--- config.mk ---
export PLATFORM = sky130hd
export DESIGN_NAME = rom_port_arbiter
export DESIGN_NICKNAME = d
export VERILOG_FILES = /design/src/rtl/rom_port_arbiter.sv
export SDC_FILE = /design/constraint.sdc
export NUM_CORES = 1
export LEC_CHECK = 0
export CORE_MARGIN = 4
export CORE_UTILIZATION = 52
export CTS_BUF_LIST = sky130_fd_sc_hd__clkbuf_16
export CTS_CLUSTER_SIZE = 20
export DETAILED_ROUTE_END_ITERATION = 16
export DONT_BUFFER_PORTS = 1
export PLACE_DENSITY_LB_ADDON = 0.12
export SLEW_MARGIN = 20
export SYNTH_ARGS = -nofsm -noshare
export SYNTH_HDL_FRONTEND = slang
export SYNTH_SLANG_ARGS = --single-unit
--- constraint.sdc ---
create_clock -name clk -period 2.8 [get_ports clk]
set_clock_uncertainty 0.15 [all_clocks]
set_input_delay 0.28 -clock clk [delete_from_list [all_inputs] [get_ports clk]]
set_output_delay 0.28 -clock clk [all_outputs]
set_load 0.05 [all_outputs]
--- src/rtl/rom_port_arbiter.sv ---
// rom_port_arbiter: shares one single-port picture ROM between the VGA
// scan-out (display, strict priority) and the feature scanner. A tag pipe
// of ROM_LAT stages follows every issued read so the returned word is
// steered to the reader that asked for it.
//
// Handshake: the display has no back-pressure; a read is taken in every
// cycle disp_req=1. The scanner holds scan_req and a stable scan_addr
// until scan_gnt=1 in the same cycle; that cycle is the transfer. Each
// reader sees exactly one *_vld pulse per accepted read, in issue order.
//
// Optional build macro ARB_STARVE_GUARD_EN: adds parameter STARVE_MAX and
// output disp_miss. Once the scanner has waited STARVE_MAX cycles it is
// granted over the display; the displaced display read is reported on
// disp_miss in the cycle its disp_vld would have appeared.
module rom_port_arbiter #(
  parameter int ADDR_W  = 16,
  parameter int DATA_W  = 8,
  parameter int ROM_LAT = 1,   // legal 1..4
  parameter int WAIT_W  = 12
`ifdef ARB_STARVE_GUARD_EN
  ,
  parameter int STARVE_MAX = 1023
`endif
) (
  input  logic              clk,
  input  logic              rst_n,
  input  logic              disp_req,
  input  logic [ADDR_W-1:0] disp_addr,
  output logic              disp_vld,
  output logic [DATA_W-1:0] disp_data,
`ifdef ARB_STARVE_GUARD_EN
  output logic              disp_miss,
`endif
  input  logic              scan_req,
  input  logic [ADDR_W-1:0] scan_addr,
  output logic              scan_gnt,
  output logic              scan_vld,
  output logic [DATA_W-1:0] scan_data,
  output logic              rom_en,
  output logic [ADDR_W-1:0] rom_addr,
  input  logic [DATA_W-1:0] rom_data,
  output logic [1:0]        owner
);

  typedef enum logic [1:0] {
    IDLE = 2'd0,
    DISP = 2'd1,
    SCAN = 2'd2
  } owner_t;

  owner_t              state;
  owner_t              state_nxt;
  logic                grant_disp;
  logic                grant_scan;
  logic [WAIT_W-1:0]   wait_cnt;

  // Tag pipe: valid bit and owner bit (1 = scanner) per in-flight read.
  logic [ROM_LAT-1:0]  tag_v;
  logic [ROM_LAT-1:0]  tag_s;

  logic [DATA_W-1:0]   disp_hold;
  logic [DATA_W-1:0]   scan_hold;

`ifdef ARB_STARVE_GUARD_EN
  logic                force_scan;
  logic                miss_now;
  logic [ROM_LAT-1:0]  tag_m;

  assign force_scan = scan_req && (wait_cnt >= WAIT_W'(STARVE_MAX));
`endif

  // Arbitration and next owner: display first, scanner in unused cycles.
  always_comb begin
    grant_disp = 1'b0;
    grant_scan = 1'b0;
    state_nxt  = IDLE;
`ifdef ARB_STARVE_GUARD_EN
    miss_now   = 1'b0;
    if (force_scan) begin
      grant_scan = 1'b1;
      miss_now   = disp_req;
      state_nxt  = SCAN;
    end else
`endif
    if (disp_req) begin
      grant_disp = 1'b1;
      state_nxt  = DISP;
    end else if (scan_req) begin
      grant_scan = 1'b1;
      state_nxt  = SCAN;
    end
  end

  assign scan_gnt = grant_scan;
  assign rom_en   = disp_req | scan_req;
  assign rom_addr = grant_disp ? disp_addr : (scan_req ? scan_addr : '0);
  assign owner    = state;

  // Owner register: remembers which reader was granted last cycle.
  always_ff @(posedge clk or negedge rst_n) begin
    if (!rst_n) state <= IDLE;
    else        state <= state_nxt;
  end

  // Scanner wait counter: cycles spent requesting without a grant.
  always_ff @(posedge clk or negedge rst_n) begin
    if (!rst_n)                                wait_cnt <= '0;
    else if (grant_scan)                       wait_cnt <= '0;
    else if (scan_req && (wait_cnt != '1))     wait_cnt <= wait_cnt + 1'b1;
  end

  // Tag pipe: stage 0 takes this cycle's grant, then shifts toward the ROM output.
  always_ff @(posedge clk or negedge rst_n) begin
    if (!rst_n) begin
      tag_v <= '0;
      tag_s <= '0;
    end else begin
      tag_v[0] <= grant_disp | grant_scan;
      tag_s[0] <= grant_scan;
      for (int i = 1; i < ROM_LAT; i++) begin
        tag_v[i] <= tag_v[i-1];
        tag_s[i] <= tag_s[i-1];
      end
    end
  end

`ifdef ARB_STARVE_GUARD_EN
  // Miss tag: marks a display read displaced by a forced scanner grant.
  always_ff @(posedge clk or negedge rst_n) begin
    if (!rst_n) begin
      tag_m <= '0;
    end else begin
      tag_m[0] <= miss_now;
      for (int i = 1; i < ROM_LAT; i++) tag_m[i] <= tag_m[i-1];
    end
  end

  assign disp_miss = tag_v[ROM_LAT-1] & tag_m[ROM_LAT-1];
`endif

  // The last tag stage lines up with the ROM word; vld comes straight from
  // the tag register and the word is passed through in that cycle.
  assign disp_vld  = tag_v[ROM_LAT-1] & ~tag_s[ROM_LAT-1];
  assign scan_vld  = tag_v[ROM_LAT-1] &  tag_s[ROM_LAT-1];
  assign disp_data = disp_vld ? rom_data : disp_hold;
  assign scan_data = scan_vld ? scan_data_sel() : scan_hold;

  function automatic logic [DATA_W-1:0] scan_data_sel();
    return rom_data;
  endfunction

  // Data hold registers: a reader's bus keeps its last word between pulses.
  always_ff @(posedge clk or negedge rst_n) begin
    if (!rst_n) begin
      disp_hold <= '0;
      scan_hold <= '0;
    end else begin
      if (disp_vld) disp_hold <= rom_data;
      if (scan_vld) scan_hold <= rom_data;
    end
  end

endmodule

* Word-level counts from Yosys, hierarchy flattened
Cells that the tools add are included.
** Word-level totals
- Bits in latches :: 0
- Memories :: 0
- Input bits :: 44
- RAM bits :: 0
- Bits in registers :: 20
- Output and inout bits :: 38
- Logic and storage cells :: 19
- Memory bits (read-only) :: 0
** Operators by class
- Bitwise gates (word level) :: 5
- Divide/modulo/power cells :: 0
- Reduce and logical (&&, ||, !) cells :: 0
- Mux-type cells :: 9
- Multipliers :: 0
- Equality and inequality tests :: 0
- Order comparisons :: 0
- Shift operators :: 0
- Add/subtract/negate cells :: 0
** Operators by type and width (number)
- $mux 16 :: 2
- $mux 8 :: 2
- $mux 2 :: 2
- $mux 1 :: 3
- $and 1x1->1 :: 2
- $or 1x1->1 :: 2
- $not 1->1 :: 1

* Depth between registers and ports, before layout
Gate-level depths: netlist of run 1.
- Word-level depth :: 3
- Gate-level depth with buffers :: 5
- Depth with buffers taken out :: 2

* Worst setup path after synthesis of run 1
OpenSTA, ideal clock, no wires.
- Kind :: input to output
- Start :: input disp_req
- End :: output rom_addr[14]
- Arrival :: 1.671 ns
- Stages :: 3
- Buffers on the path :: 2
- Data required time :: 2.370 ns
- Slack :: 0.699 ns
- Cells stage by stage :: buf_6 > buf_2 > o21ai_0
** Between the ends
- Cells in the longest elaborated chain, start to end :: 2
** Ends and longest elaborated chain
- start: declaration :: line 27 : input logic disp_req,
- $mux 1 :: line 85 : if (disp_req) begin
- $mux 16 :: line 96 : assign rom_addr = grant_disp ? disp_addr : (scan_req ? scan_addr : '0);
- end: declaration :: line 40 : output logic [ADDR_W-1:0] rom_addr,
Every way passes these cells.

==> run_results.csv, run 1 <==
group,metric,value,unit
outcome,status,"completed",
synthesis,seq_area_frac_synth,0.530,
timing,setup_viol,0,
power_and_ir_drop,p_comb_frac,0.333,
clocking,cts_hold_buffers,2,
synthesis,yosysTopAreaCell,"dfrtp_1",
routing,wl_per_cell,23.0,um
clocking,root_buffer,"clkbuf_16",
placed_design,placed_cells,76,
grt,grt_usage,0.160,
setup_path,worst_setup_path_end_kind,"output pin",
synthesis,syn_avg_cell_area,13.8,um^2
clocking,max-clock-path-buffers,2,
cells_and_area,antenna-diode-count,0,
routing,ant_nets,0,
clocking,cts_setup_buffers,0,
clocking,cts.sinks,19,
clocking,cts_made_buffers,3,
timing,worst_pin_slew,0.942,ns
clocking,clk_pin_slew,0.05,ns
power_and_ir_drop,swShare,0.386,
timing,maxSlewHeadroom,0.368,
power_and_ir_drop,power_frac_seq,0.359,
routing,vias,545,
timing,rsz0062_at_grt,"false",
timing,report.final.slew_viol_count,0,
cells_and_area,area_delta_synth_final,7.67,%
setup_path,crit_fanout,9,
setup_path,reg2reg_from,"owner[1]",
clocking,cts_tree,"yes",
timing,tns,0,ns
placed_design,placed_area,867,um^2
power_and_ir_drop,total_switching_power,346,uW
routing,drt_iter0_markers,4,
synthesis,synth_top_area_frac,0.530,
placed_design,portBuffers,0,
cells_and_area,n_fill_cell,125,
job,cap_violations,0,
routing,routed_wl,1.89,mm
power_and_ir_drop,p_total,898,uW
grt,grt_pass1_wl,2.99,mm
power_and_ir_drop,power_density,929,nW/um^2
power_and_ir_drop,p_leak,0.000431,uW
synthesis,ys_seq_elements,19,
cells_and_area,fin_area,966,um^2
synthesis,ys_top_cells_by_area,"dfrtp_1, mux2_2, a22o_1, buf_6, nor2b_4",
grt,grt_pass1_vias,600,
power_and_ir_drop,p_int,551,uW
setup_path,r2r_slack,1.05,ns
power_and_ir_drop,pwr-share-clk,0.308,
cells_and_area,stdcell_count,82,
routing,drt-vias-per-instance,6.65,
power_and_ir_drop,ir_drop,0.432,mV
floorplan,core_area,1560,um^2
grt,grt_max_degree,21,
timing,fin_crit,2.11,ns
synthesis,synth_area,897,um^2
setup_path,crit_type,"reg -> out",
setup_path,rr_endpoint,"disp_hold[1]",
clocking,htreeDepth,1,
setup_path,crit_path_end,"disp_data[1]",
synthesis,yosys.cell_types.count,13,
clocking,clock_latency,0.24,ns
setup_path,worst_setup_path_start_kind,"flip-flop",
timing,period_share,0.753,
grt,antenna_found_initial,0,
floorplan,num_rows,14,
synthesis,ys_warn_count,0,
timing,fmax,0.474,GHz
floorplan,start_util,0.575,
floorplan,io_pins,82,
cells_and_area,finalNetCount,111,
setup_path,cp.arrival,1.68,ns
setup_path,crit_start,"owner[1]",
clocking,cts.repair.resized,0,
floorplan,die_h,49.5,um
routing,dr.pass1.iters,3,
synthesis,syn_inst,65,
worst_hold_path,hp-class,"in -> reg",
routing,drc,0,
setup_path,r2r_cells,3,
synthesis,syn_nets,109,
floorplan,dieArea,2450,um^2
placed_design,dp_hpwl,1.52,mm
cells_and_area,drive_gt1_frac,0.348,
placed_design,place.gp.congestion,0.706,
grt,gr-total-overflow,0,
setup_path,crit_required,2.37,ns
floorplan,die_width,49.5,um
timing,hold_viol_final,0,
==> layout by cell type, fill, tap and decap left out, drive strengths merged <==
cell type / instances
dfrtp: 19
mux2: 16
a22o: 15
inv: 3
clkbuf: 3
nand2: 3
dlygate4sd3: 2
nand2b: 1
o21ai: 1
nor2b: 1
or2: 1
buf: 1
==> worst max-delay path, cell delays in order (launching register included) <==
cell	delay [ns]
dfrtp_1	0.32
buf_4	0.20
nand2b_1	0.39
mux2_2	0.52
==> state kept, by name (all words and copies together), names as in the netlist <==
name and cells:
disp_hold 8, scan_hold 8, tag_v 1, owner 2
==> per-layer routing <==
metal  part of all wire  GRT usage
met1               0.31      0.155
met5                  0          0
met2               0.58      0.304
met3               0.10     0.0482
met4              0.011     0.0691
==> per-stage QoR <==
stage | util | hold WS (ns) | setup WS, ns
final | 0.620 | 0.0690 | 0.691
after detailed placement | 0.556 | -0.165 | 0.931
after global routing | 0.620 | 0.0711 | 0.612
after CTS | 0.620 | 0.0637 | 0.663
after global placement | 0.556 | -0.165 | 0.959
after floorplan | - | -0.166 | 0.699
==> worst min path at each step <==
stage	startpoint	end	slack [ns]	cells after the start
final	disp_req	owner[1]	0.07	1
after global placement	rst_n	scan_hold[7]	-0.17	0
after detailed placement	rst_n	scan_hold[7]	-0.17	0
after global routing	disp_req	owner[1]	0.07	1
after floorplan	rst_n	disp_hold[0]	-0.17	0
after CTS	disp_req	owner[1]	0.06	1
==> layout make-up <==
cell class,count,area (um^2),area share
inverters,2,7.51,0.00777
well taps,16,20.0,0.0207
flip-flops and latches,19,475,0.492
clock inverters,1,3.75,0.00389
multi-input cells,38,357,0.369
repair buffers,3,27.5,0.0285
clock buffers,3,75.1,0.0777
==> cell usage after synthesis <==
cell,n
o21ai_0,1
mux2_2,16
buf_4,1
nand2b_1,1
or2_2,1
nand2_1,2
nor2b_4,1
inv_1,2
a22o_1,15
buf_2,1
nand2_2,1
dfrtp_1,19
buf_6,4
==> power groups by stage <==
| stage | clock network (uW) | registers, uW | logic, uW |
|---|---|---|---|
| after CTS | 286 | 322 | 303 |
| after floorplan | 0 | 324 | 290 |
| after global placement | 0 | 325 | 293 |
| after global routing | 302 | 325 | 310 |
| final | 277 | 322 | 299 |
| after detailed placement | 0 | 327 | 295 |
==> cells by family (layout without fill, tap and decap cells) <==
family          after synthesis  in the layout  share of synthesized area
simple gates                  6              6                     0.0446
mux                          16             16                      0.201
flops                        19             19                      0.530
compound gates               16             16                      0.152
buf+inv                       8              9                     0.0725
No activity file was read; power rests on OpenSTA's default activity.
==> inputs of run 2 (changes only) <==
==> constraint.sdc (replaced) <==
create_clock -name clk -period 2.05 [get_ports clk]
set_clock_uncertainty 0.15 [all_clocks]
set_input_delay 0.205 -clock clk [delete_from_list [all_inputs] [get_ports clk]]
set_output_delay 0.205 -clock clk [all_outputs]
set_load 0.05 [all_outputs]
==> run_results.csv, run 2 (synthesis results as in run 1) <==
group,metric,value,unit
outcome,status,"completed",
cells_and_area,stdcell_count,85,
worst_hold_path,hp-class,"in -> reg",
routing,ant_nets,0,
clocking,root_buffer,"clkbuf_16",
job,cap_violations,0,
power_and_ir_drop,p_int,764,uW
setup_path,timing.critical_path.cells,"nand2b_1 > mux2_2",
clocking,max-clock-path-buffers,2,
power_and_ir_drop,total_switching_power,481,uW
floorplan,num_rows,14,
setup_path,worst_setup_path_end_kind,"output pin",
grt,grt_max_degree,20,
power_and_ir_drop,p_comb_frac,0.338,
setup_path,path_depth,2,
floorplan,die_h,49.5,um
routing,routed_wl,1.94,mm
timing,maxSlewHeadroom,0.464,
timing,worst_pin_slew,0.802,ns
setup_path,crit_start,"owner[1]",
floorplan,core_area,1560,um^2
setup_path,crit_type,"reg -> out",
power_and_ir_drop,p_leak,0.000452,uW
cells_and_area,antenna-diode-count,0,
placed_design,placed_cells,79,
setup_path,crit_buf_inv,0,
power_and_ir_drop,power_frac_seq,0.354,
power_and_ir_drop,power_density,1240,nW/um^2
timing,fmax,0.531,GHz
setup_path,worst_setup_path_start_kind,"flip-flop",
cells_and_area,drive_gt1_frac,0.580,
routing,drc,0,
floorplan,start_util,0.575,
placed_design,dp_hpwl,1.53,mm
worst_hold_path,holdPathStages,1,
setup_path,cp.arrival,1.53,ns
grt,gr-total-overflow,0,
power_and_ir_drop,pwr-share-clk,0.308,
cells_and_area,layout_common_cells,"dfrtp_1, mux2_2, a22o_2",
clocking,htreeDepth,1,
cells_and_area,finalNetCount,114,
setup_path,crit_required,1.69,ns
cells_and_area,layout_commonest_cell,"dfrtp_1",
setup_path,r2r_cells,2,
floorplan,dieArea,2450,um^2
power_and_ir_drop,p_total,1240,uW
routing,vias,560,
setup_path,max_stage_delay,0.53,ns
placed_design,portBuffers,0,
clocking,cts_tree,"yes",
setup_path,r2r_slack,0.45,ns
cells_and_area,fin_area,1010,um^2
floorplan,die_width,49.5,um
clocking,cts.sinks,19,
routing,drt-vias-per-instance,6.59,
grt,grt_pass1_vias,656,
cells_and_area,area_delta_synth_final,12.1,%
clocking,clock_latency,0.24,ns
grt,grt_pass1_wl,3.13,mm
timing,period_share,0.918,
worst_hold_path,hold-path-endpoint,"owner[1]",
grt,antenna_found_initial,0,
grt,grt_usage,0.164,
timing,fin_crit,1.88,ns
timing,tns,0,ns
setup_path,rr_endpoint,"disp_hold[1]",
routing,dr.pass1.iters,4,
timing,report.final.slew_viol_count,0,
floorplan,io_pins,82,
placed_design,place.gp.congestion,0.709,
power_and_ir_drop,swShare,0.387,
placed_design,placed_area,890,um^2
routing,wl_per_cell,22.9,um
timing,setup_viol,0,
setup_path,reg2reg_from,"owner[1]",
setup_path,crit_path_top_delay_cell,"mux2_2",
setup_path,crit_family,"multiplexers",
timing,rsz0062_at_grt,"false",
power_and_ir_drop,ir_drop,0.470,mV
worst_hold_path,hp-start,"scan_req",
routing,drt_iter0_markers,9,
clocking,clk_pin_slew,0.05,ns
setup_path,crit_fanout,9,
timing,hold_viol_final,0,
clocking,cts_made_buffers,3,
-- run 2: layout make-up --
class | instances | area, um^2
clock buffers | 3 | 75.1
clock inverters | 1 | 3.75
fillers | 112 | 553
inverters | 2 | 7.51
multi-input cells | 38 | 374
flip-flops and latches | 19 | 475
well taps | 16 | 20.0
repair buffers | 6 | 50.0
-- run 2: power groups by stage --
stage / logic, uW / clock network, uW / registers [uW]
2_1_floorplan: 396 / 0 / 442
3_3_place_gp: 405 / 0 / 445
3_5_place_dp: 408 / 0 / 447
4_1_cts: 419 / 392 / 441
5_1_grt: 435 / 413 / 444
6_report: 421 / 384 / 440
-- run 2: stage by stage --
| step | setup slack (ns) | util | hold slack, ns |
|---|---|---|---|
| floorplan | 0.0989 | - | -0.241 |
| global placement | 0.438 | 0.571 | -0.240 |
| finish | 0.168 | 0.645 | 0.0284 |
| global route | 0.0775 | 0.645 | 0.0321 |
| CTS | 0.0299 | 0.634 | 0.0273 |
| detailed placement | 0.426 | 0.571 | -0.240 |
-- run 2: timing repair --
item,CTS,global route
resized for setup,0,14
setup buffers,0,0
setup endpoints to repair,0,14
endpoints found under the hold margin,21,0
hold buffers,2,0
-- run 2: routing by layer --
| layer | part of all wire | up-vias | GRT usage |
|---|---|---|---|
| met5 | 0 | - | 0 |
| met3 | 0.11 | 0 | 0.0512 |
| met1 | 0.32 | 271 | 0.172 |
| met4 | 0 | 0 | 0.0415 |
| li1 | - | 242 | - |
| met2 | 0.57 | 47 | 0.311 |
-- run 2: worst max-delay path by stage --
stage / endpoint
6_report: disp_data[1]
5_1_grt: disp_data[1]
4_1_cts: rom_addr[11]
3_5_place_dp: disp_data[1]
3_3_place_gp: disp_data[6]
2_1_floorplan: rom_addr[14]
==> inputs of run 3 (changes only) <==
--- a/config.mk
+++ b/config.mk
@@ -12,7 +12,7 @@
 export DETAILED_ROUTE_END_ITERATION = 16
 export DONT_BUFFER_PORTS = 1
 export PLACE_DENSITY_LB_ADDON = 0.12
-export SLEW_MARGIN = 20
+export SLEW_MARGIN = 15
 export SYNTH_ARGS = -nofsm -noshare
 export SYNTH_HDL_FRONTEND = slang
 export SYNTH_SLANG_ARGS = --single-unit
==> results of run 3 <==
The final DEF is identical to that of run 2; final timing and power are the same.
